===== src/rtl/nervous_shock_detector_mc_pkg.sv =====
// Shared definitions for the multi-channel nervous shock detector:
// level encodings and a constant-friendly ceil(log2) helper.
package nervous_shock_detector_mc_pkg;

  typedef enum logic [1:0] {
    LVL_NORMAL = 2'b00,
    LVL_MILD   = 2'b01,
    LVL_SEVERE = 2'b10,
    LVL_FAULT  = 2'b11
  } level_t;

  function automatic int clog2(input int value);
    int result;
    result = 0;
    for (int i = 0; i < 32; i++) begin
      if ((1 << result) < value) result = result + 1;
    end
    return result;
  endfunction

endpackage


===== src/rtl/nervous_shock_detector_mc_shock_channel.sv =====
// One detector channel: pattern matcher, sliding match window, stuck-high
// fault detection, registered severity level and sticky alarm.
module shock_channel
  import nervous_shock_detector_mc_pkg::*;
#(
  parameter int                     PATTERN_LEN = 3,
  parameter logic [PATTERN_LEN-1:0] PATTERN     = 3'b100,
  parameter int                     WINDOW      = 8,
  parameter int                     MILD_TH     = 1,
  parameter int                     SEVERE_TH   = 3,
  parameter int                     STUCK_LEN   = 6
) (
  input  logic       clock,
  input  logic       reset_n,
  input  logic       sample_valid,
  input  logic       sample,
  input  logic       clear_alarm,
  output logic [1:0] level,
  output logic       alarm
);

  localparam int CW = clog2(WINDOW + 1);
  localparam int FW = clog2(PATTERN_LEN);
  localparam int SW = clog2(STUCK_LEN + 1);

  localparam logic [FW-1:0] FILL_FULL  = FW'(PATTERN_LEN - 1);
  localparam logic [CW-1:0] MILD_CNT   = CW'(MILD_TH);
  localparam logic [CW-1:0] SEVERE_CNT = CW'(SEVERE_TH);
  localparam logic [SW-1:0] STUCK_MAX  = SW'(STUCK_LEN);

  logic [PATTERN_LEN-2:0] hist;
  logic [FW-1:0]          fill;
  logic [WINDOW-1:0]      win;
  logic [CW-1:0]          count;
  logic [SW-1:0]          stuck;

  logic [PATTERN_LEN-1:0] cand;
  logic                   match;
  logic [CW-1:0]          count_nxt;
  logic [SW-1:0]          stuck_nxt;
  level_t                 level_nxt;
  logic                   alarm_nxt;

  // The fill gate keeps reset-zeroed history from forming a false match.
  always_comb begin
    cand      = {hist, sample};
    match     = (fill == FILL_FULL) && (cand == PATTERN);
    count_nxt = count + CW'(match) - CW'(win[WINDOW-1]);

    stuck_nxt = '0;
    if (sample) stuck_nxt = (stuck == STUCK_MAX) ? stuck : stuck + 1'b1;

    level_nxt = LVL_NORMAL;
    if (stuck_nxt == STUCK_MAX)       level_nxt = LVL_FAULT;
    else if (count_nxt >= SEVERE_CNT) level_nxt = LVL_SEVERE;
    else if (count_nxt >= MILD_CNT)   level_nxt = LVL_MILD;

    alarm_nxt = alarm;
    if (clear_alarm) alarm_nxt = 1'b0;
    if (sample_valid && level_nxt[1]) alarm_nxt = 1'b1;
  end

  always_ff @(posedge clock or negedge reset_n) begin
    if (!reset_n) begin
      hist  <= '0;
      fill  <= '0;
      win   <= '0;
      count <= '0;
      stuck <= '0;
      level <= LVL_NORMAL;
      alarm <= 1'b0;
    end else begin
      if (sample_valid) begin
        hist  <= cand[PATTERN_LEN-2:0];
        if (fill != FILL_FULL) fill <= fill + 1'b1;
        win   <= {win[WINDOW-2:0], match};
        count <= count_nxt;
        stuck <= stuck_nxt;
        level <= level_nxt;
      end
      alarm <= alarm_nxt;
    end
  end

endmodule


===== src/rtl/nervous_shock_detector_mc.sv =====
// Multi-channel nervous shock detector: one shock_channel per sensor plus a
// combinational worst-channel aggregator over the registered levels.
module nervous_shock_detector_mc
  import nervous_shock_detector_mc_pkg::*;
#(
  parameter int                     CHANNELS    = 4,
  parameter int                     PATTERN_LEN = 3,
  parameter logic [PATTERN_LEN-1:0] PATTERN     = 3'b100,
  parameter int                     WINDOW      = 8,
  parameter int                     MILD_TH     = 1,
  parameter int                     SEVERE_TH   = 3,
  parameter int                     STUCK_LEN   = 6,
  parameter int                     IW          = (CHANNELS > 1) ? clog2(CHANNELS) : 1
) (
  input  logic                  clock,
  input  logic                  reset_n,
  input  logic                  sampleValid,
  input  logic [CHANNELS-1:0]   inputdata,
  input  logic [CHANNELS-1:0]   clearAlarm,
  output logic [2*CHANNELS-1:0] nervousAbnormality,
  output logic [CHANNELS-1:0]   alarmLatched,
  output logic [1:0]            worstLevel,
  output logic [IW-1:0]         worstChannel
);

  logic [1:0] levels [CHANNELS];

  for (genvar i = 0; i < CHANNELS; i++) begin : g_channel
    shock_channel #(
      .PATTERN_LEN (PATTERN_LEN),
      .PATTERN     (PATTERN),
      .WINDOW      (WINDOW),
      .MILD_TH     (MILD_TH),
      .SEVERE_TH   (SEVERE_TH),
      .STUCK_LEN   (STUCK_LEN)
    ) u_channel (
      .clock        (clock),
      .reset_n      (reset_n),
      .sample_valid (sampleValid),
      .sample       (inputdata[i]),
      .clear_alarm  (clearAlarm[i]),
      .level        (levels[i]),
      .alarm        (alarmLatched[i])
    );
    assign nervousAbnormality[2*i+1:2*i] = levels[i];
  end

  // Strict greater-than keeps the lowest index among equally bad channels.
  always_comb begin
    worstLevel   = LVL_NORMAL;
    worstChannel = '0;
    for (int i = 0; i < CHANNELS; i++) begin
      if (levels[i] > worstLevel) begin
        worstLevel   = levels[i];
        worstChannel = IW'(i);
      end
    end
  end

endmodule

===== config.mk =====
export PLATFORM = sky130hd
export DESIGN_NAME = nervous_shock_detector_mc
export DESIGN_NICKNAME = d
export VERILOG_FILES = /design/src/rtl/nervous_shock_detector_mc_pkg.sv /design/src/rtl/nervous_shock_detector_mc_shock_channel.sv /design/src/rtl/nervous_shock_detector_mc.sv
export SDC_FILE = /design/constraint.sdc
export NUM_CORES = 1
export LEC_CHECK = 0
export ABC_AREA = 0
export CORE_ASPECT_RATIO = 0.9
export CORE_UTILIZATION = 53
export CTS_CLUSTER_SIZE = 16
export DETAILED_ROUTE_END_ITERATION = 10
export DONT_BUFFER_PORTS = 1
export PLACE_DENSITY = 0.75
export SLEW_MARGIN = 5
export SYNTH_ARGS = -nofsm -noshare
export SYNTH_HDL_FRONTEND = slang
export SYNTH_HIERARCHICAL = 1
export SYNTH_SLANG_ARGS = --single-unit
export TNS_END_PERCENT = 30

===== constraint.sdc =====
create_clock -name clock -period 5.6 [get_ports clock]
set_input_delay 0.56 -clock clock [delete_from_list [all_inputs] [get_ports clock]]
set_output_delay 0.56 -clock clock [all_outputs]
set_load 0.05 [all_outputs]

Word-level counts from Yosys, hierarchy flattened --
Index checks and enable logic that the tools add are counted.
Storage, ports and cells: logic and storage cells 127, output and inout bits 16, bits in registers 88
Operators by class: add/subtract/negate cells 16, equal/unequal tests 20, magnitude comparators 12, reductions and logical operators 16, multiplexer cells 35
Operators with widths (number):
- 3-bit == test, second input constant | 12
- 2-bit 2-to-1 mux | 14
- 3-bit 2-to-1 mux | 8
- 4-bit by 1-bit adder with 4-bit output | 4
- 4-bit by 1-bit greater-or-equal comparator with 1-bit output, second input constant | 4
- 4-bit by 2-bit greater-or-equal comparator with 1-bit output, second input constant | 4
- 4-bit by 1-bit subtractor with 4-bit output | 4
- 1-bit 2-to-1 mux | 13
- 3-bit by 1-bit adder with 3-bit output, second input constant | 4
- 2-bit by 1-bit adder with 2-bit output, second input constant | 4
- 2-bit == test, second input constant | 4
- 1-bit logical AND | 8
- 2-bit inequality test, second input constant | 4
- 2-bit AND reduction | 4
- 2-bit nonzero test | 4
- 2-bit greater-than comparator | 3
- 2-bit by 1-bit greater-than comparator with 1-bit output, second input constant | 1

Longest topological paths before layout --
depth after elaboration 10, gate-level depth with buffers 13

Hierarchy --
Netlist, hierarchy kept.
By module, submodules not included:
- shock_channel (g_channel[1].u_channel ...) | area an instance 1093.5 um^2, seq. area each 550.5 um^2, instances 3, cells each 97
- shock_channel (g_channel[0].u_channel) | area an instance 1091.0 um^2, seq. area each 550.5 um^2, instances 1, cells each 97
- nervous_shock_detector_mc | area an instance 286.5 um^2, seq. area each 0.0 um^2, instances 1, cells each 38

Worst setup path before layout --
Ideal clock, no wire load.
path type reg-to-output, start register g_channel[1].u_channel.level[0], end output port worstChannel[0], slack 1.685 ns, cell stages (with the launch flop) 14, required time 5.040 ns, path buffers 0, arrival time 3.355 ns, path through dfrtp_1 -> inv_1 -> ha_1 -> or3_1 -> a21oi_2 -> nor2_1 -> ha_1 -> inv_1 -> o22a_1 -> o31ai_2 -> ha_1 -> nor2_1 -> o22ai_1 -> o21ai_0
On the way: word-level cells in the longest chain between the ends 6, elaborated cells on any way between the ends 8, classes of those cells order compare: 3; mux: 5
RTL lines:
- from (decl) | line nervous_shock_detector_mc_shock_channel.sv:18 | output logic [1:0] level,
- from (signal assigned) | line nervous_shock_detector_mc_shock_channel.sv:79 | level <= level_nxt;
- 2-bit greater-than comparator | line nervous_shock_detector_mc.sv:53 | if (levels[i] > worstLevel) begin
- 2-bit 2-to-1 mux | line nervous_shock_detector_mc.sv:53
- 2-bit greater-than comparator | line nervous_shock_detector_mc.sv:53
- 2-bit 2-to-1 mux | line nervous_shock_detector_mc.sv:53
- 2-bit greater-than comparator | line nervous_shock_detector_mc.sv:53
- 2-bit 2-to-1 mux * | line nervous_shock_detector_mc.sv:53
- to (decl) | line nervous_shock_detector_mc.sv:23 | output logic [IW-1:0] worstChannel
Mark *: on every way between the ends. The rest lies on a longest branch, timed or not.

Final worst setup path --
Ends and elaborated chain as after synthesis.

==> results_dict.tcl <==
set metrics [dict create \
    status "finished clean" \
    antenna_left 0 \
    multi_input_area_um2 2240 \
    drt_iter0_drc 124 \
    regArea_um2 2200 \
    io_pins 27 \
    setup_slack_ns 1.08 \
    io_buffer_count 0 \
    setup_tns_ns 0 \
    hold_path_class "in2async" \
    cts_buffers 9 \
    maxSlewViolCount 0 \
    cts_root_buf "clkbuf_8" \
    critPathMaxStageDelay_ns 0.72 \
    drc 0 \
    num_vias 3021 \
    syn_avg_cell_area_um2 10.9 \
    p_leak_nw 2.36 \
    htreeDepth 3 \
    core_um2 8570 \
    yosysMostFrequentCell "dfrtp_1" \
    place_hpwl_um 5380 \
    period_share_pct 80.7 \
    fin_crit_ns 4.52 \
    antenna_found_initial 0 \
    max_slew_margin_pct 31.2 \
    grt.overflow.total 0 \
    synth_common_cells "dfrtp_1 (88), mux2_2 (44), inv_1 (43), ha_1 (37), o21ai_0 (30)" \
    syn-instance-count 426 \
    antenna_cells 0 \
    fin_nets 478 \
    cp.required_ns 5.04 \
    wirelength_um 7890 \
    cap_violations 0 \
    final_cell_area_um2 4980 \
    finalSetupViolCount 0 \
    grt_pass1_vias 3083 \
    criticalPathCategory "reg2out" \
    syn_area_um2 4660 \
    clockBufferDepth 2 \
    cts_tree "built" \
    die_y_um 90.9 \
    crit_family "compound AO/OA/AOI/OAI gates" \
    via_per_inst 5.49 \
    synth_seq_cells 88 \
    syn-num-nets 478 \
    ys.flop_type "dfrtp_1" \
    syn2layout_area_growth_pct 6.90 \
    clk_latency_ns 0.36 \
    hold_viol_final 0 \
    cts_resized 0 \
    yosys.cell_types.count 33 \
    fillers 741 \
    cts.sinks 88 \
    grt_max_degree 98 \
    cp.arrival_ns 3.96 \
    path_max_fanout 5 \
    die_w_um 101 \
    synth_top_area_share_pct 47.3 \
    drt-wirelength-per-cell_um 14.3 \
    start_util_pct 54.4 \
    dr.pass1.iters 4 \
    rows 32 \
    cp-start-kind "flop" \
    crit_path_cell_trace "inv_1 -> ha_1 -> or3_1 -> a21oi_2 -> nor2_1 -> ha_1 -> inv_1 -> o22a_1 -> o31ai_2 -> ha_1 -> inv_1 -> o22ai_1 -> o21ai_1" \
    synth_edf_count 0 \
    postCtsSetupBuffers 0 \
    path_buf_inv 3 \
    post-place-ws_ns 1.45 \
    power_density_nw_per_um2 542 \
    grtUsageTotal_pct 19.3 \
    tightestPinTransition_ns 1.03 \
    die_area_um2 9170 \
    rsz0062_at_grt "no" \
    crit_path_end_kind "output pin" \
    dpl_cell_area_um2 4760 \
    max_freq_mhz 221 \
    synth.area.top_cells "dfrtp_1 (47%), mux2_2 (11%), ha_1 (9.9%)" \
    skew_ns 0.0133 \
    drive_gt1_share_pct 16.7 \
    clkTransAtPathRegs_ns 0.10 \
    synthArstFlopShare_pct 100 \
    seq_area_frac_synth_pct 47.3 \
    ys_warn_count 6 \
    grt_pass1_wl_um 13900 \
    synth_top_area_cell "dfrtp_1" \
    place_congestion 0.802 \
    vdd_drop_max_uv 307 \
    slowest_stage "dfrtp_1" \
]
-- registers in the layout (all words and copies together), names as in the netlist --
register                   cells
g_channel.u_channel/alarm      4
g_channel.u_channel/count     16
g_channel.u_channel/fill       8
g_channel.u_channel/hist       8
g_channel.u_channel/level      8
g_channel.u_channel/stuck     12
g_channel.u_channel/win       32
-- repair_timing --
action	CTS	global route
endpoints found under the hold margin	88	0
hold buffers	1	0
endpoints found under the setup margin	0	0
-- final timing paths --
check                                                 from                              end  slack [ns]  depth (start not counted)
setup reg to reg            g_channel[0].u_channel/fill[0]     g_channel[0].u_channel/alarm        3.20                         10
hold / removal                                     reset_n  g_channel[2].u_channel/stuck[0]        0.09                          1
min in group clock                             sampleValid  g_channel[0].u_channel/stuck[2]        0.31                          1
max in group asynchronous                          reset_n    g_channel[0].u_channel/win[3]        5.14                          1
setup / recovery           g_channel[1].u_channel/level[0]                  worstChannel[0]        1.08                         13
hold reg to reg             g_channel[2].u_channel/fill[0]   g_channel[2].u_channel/fill[0]        0.47                          1
-- worst register-to-register path, cell delays in order (launching register included) --
cell      delay (ns)
dfrtp_1         0.41
inv_1           0.08
ha_1            0.17
nand3_1         0.11
ha_1            0.29
inv_1           0.04
ha_1            0.20
fa_1            0.39
xor2_1          0.19
o31ai_1         0.26
o221ai_1        0.16
-- routing by layer --
layer	part of all wire, %	up-vias	global-route usage (%)
met1	47	1482	25.1
met2	48	44	31.6
li1	-	1489	-
met4	1.0	0	4.83
met5	0	-	0
met3	4.2	6	5.77
-- stage by stage --
stage	hold slack, ns	power [mW]	cells	util (%)
2_1_floorplan	0.264	2.04	426	-
3_3_place_gp	0.267	2.19	533	55.5
3_5_place_dp	0.267	2.26	533	55.5
4_1_cts	0.110	2.72	550	58.1
5_1_grt	0.116	2.93	550	58.1
6_report	0.0911	2.70	550	58.1
-- layout make-up --
| cell class | instances | share of cell area [%] |
|---|---|---|
| repair buffers | 1 | 0.553 |
| well taps | 119 | 2.99 |
| multi-input cells | 283 | 45.1 |
| clock inverters | 7 | 1.43 |
| flip-flops and latches | 88 | 44.2 |
| clock buffers | 9 | 2.49 |
| inverters | 43 | 3.24 |
-- cell usage in the layout, fill, tap and decap left out, drive strengths merged --
master and count:
dfrtp 88, mux2 45, inv 44, ha 37, o21ai 30, a21oi 29, nand2 25, nor2 15
nand2b 14, xnor2 12, clkbuf 9, nand3 8, a31oi 8, xor2 8, and3 8, o221ai 5
o31ai 5, nand3b 4, nand4 4, nor3 4, or3b 4, a311oi 4, a31o 4, fa 4
clkinvlp 3, o22ai 2, clkinv 2, mux2i 1, o311a 1, or3 1, o22a 1, bufinv 1
buf 1
-- power by group --
group | total (mW) | internal [mW] | switching, mW
logic | 1.23 | 0.496 | 0.729
clock network | 0.437 | 0.206 | 0.231
registers | 1.04 | 0.799 | 0.239
-- cell families after synthesis --
group,count (synthesis),share of synthesized area [%]
adders and majority gates,41,11.7
and+or+nand+nor,87,9.54
buffers and inverters,55,4.54
DFF,88,47.3
xor gates and xnor gates,20,3.76
AOI/OAI and AO/OA,89,12.1
muxes,46,11.2
(Power assumes the default switching activity.)
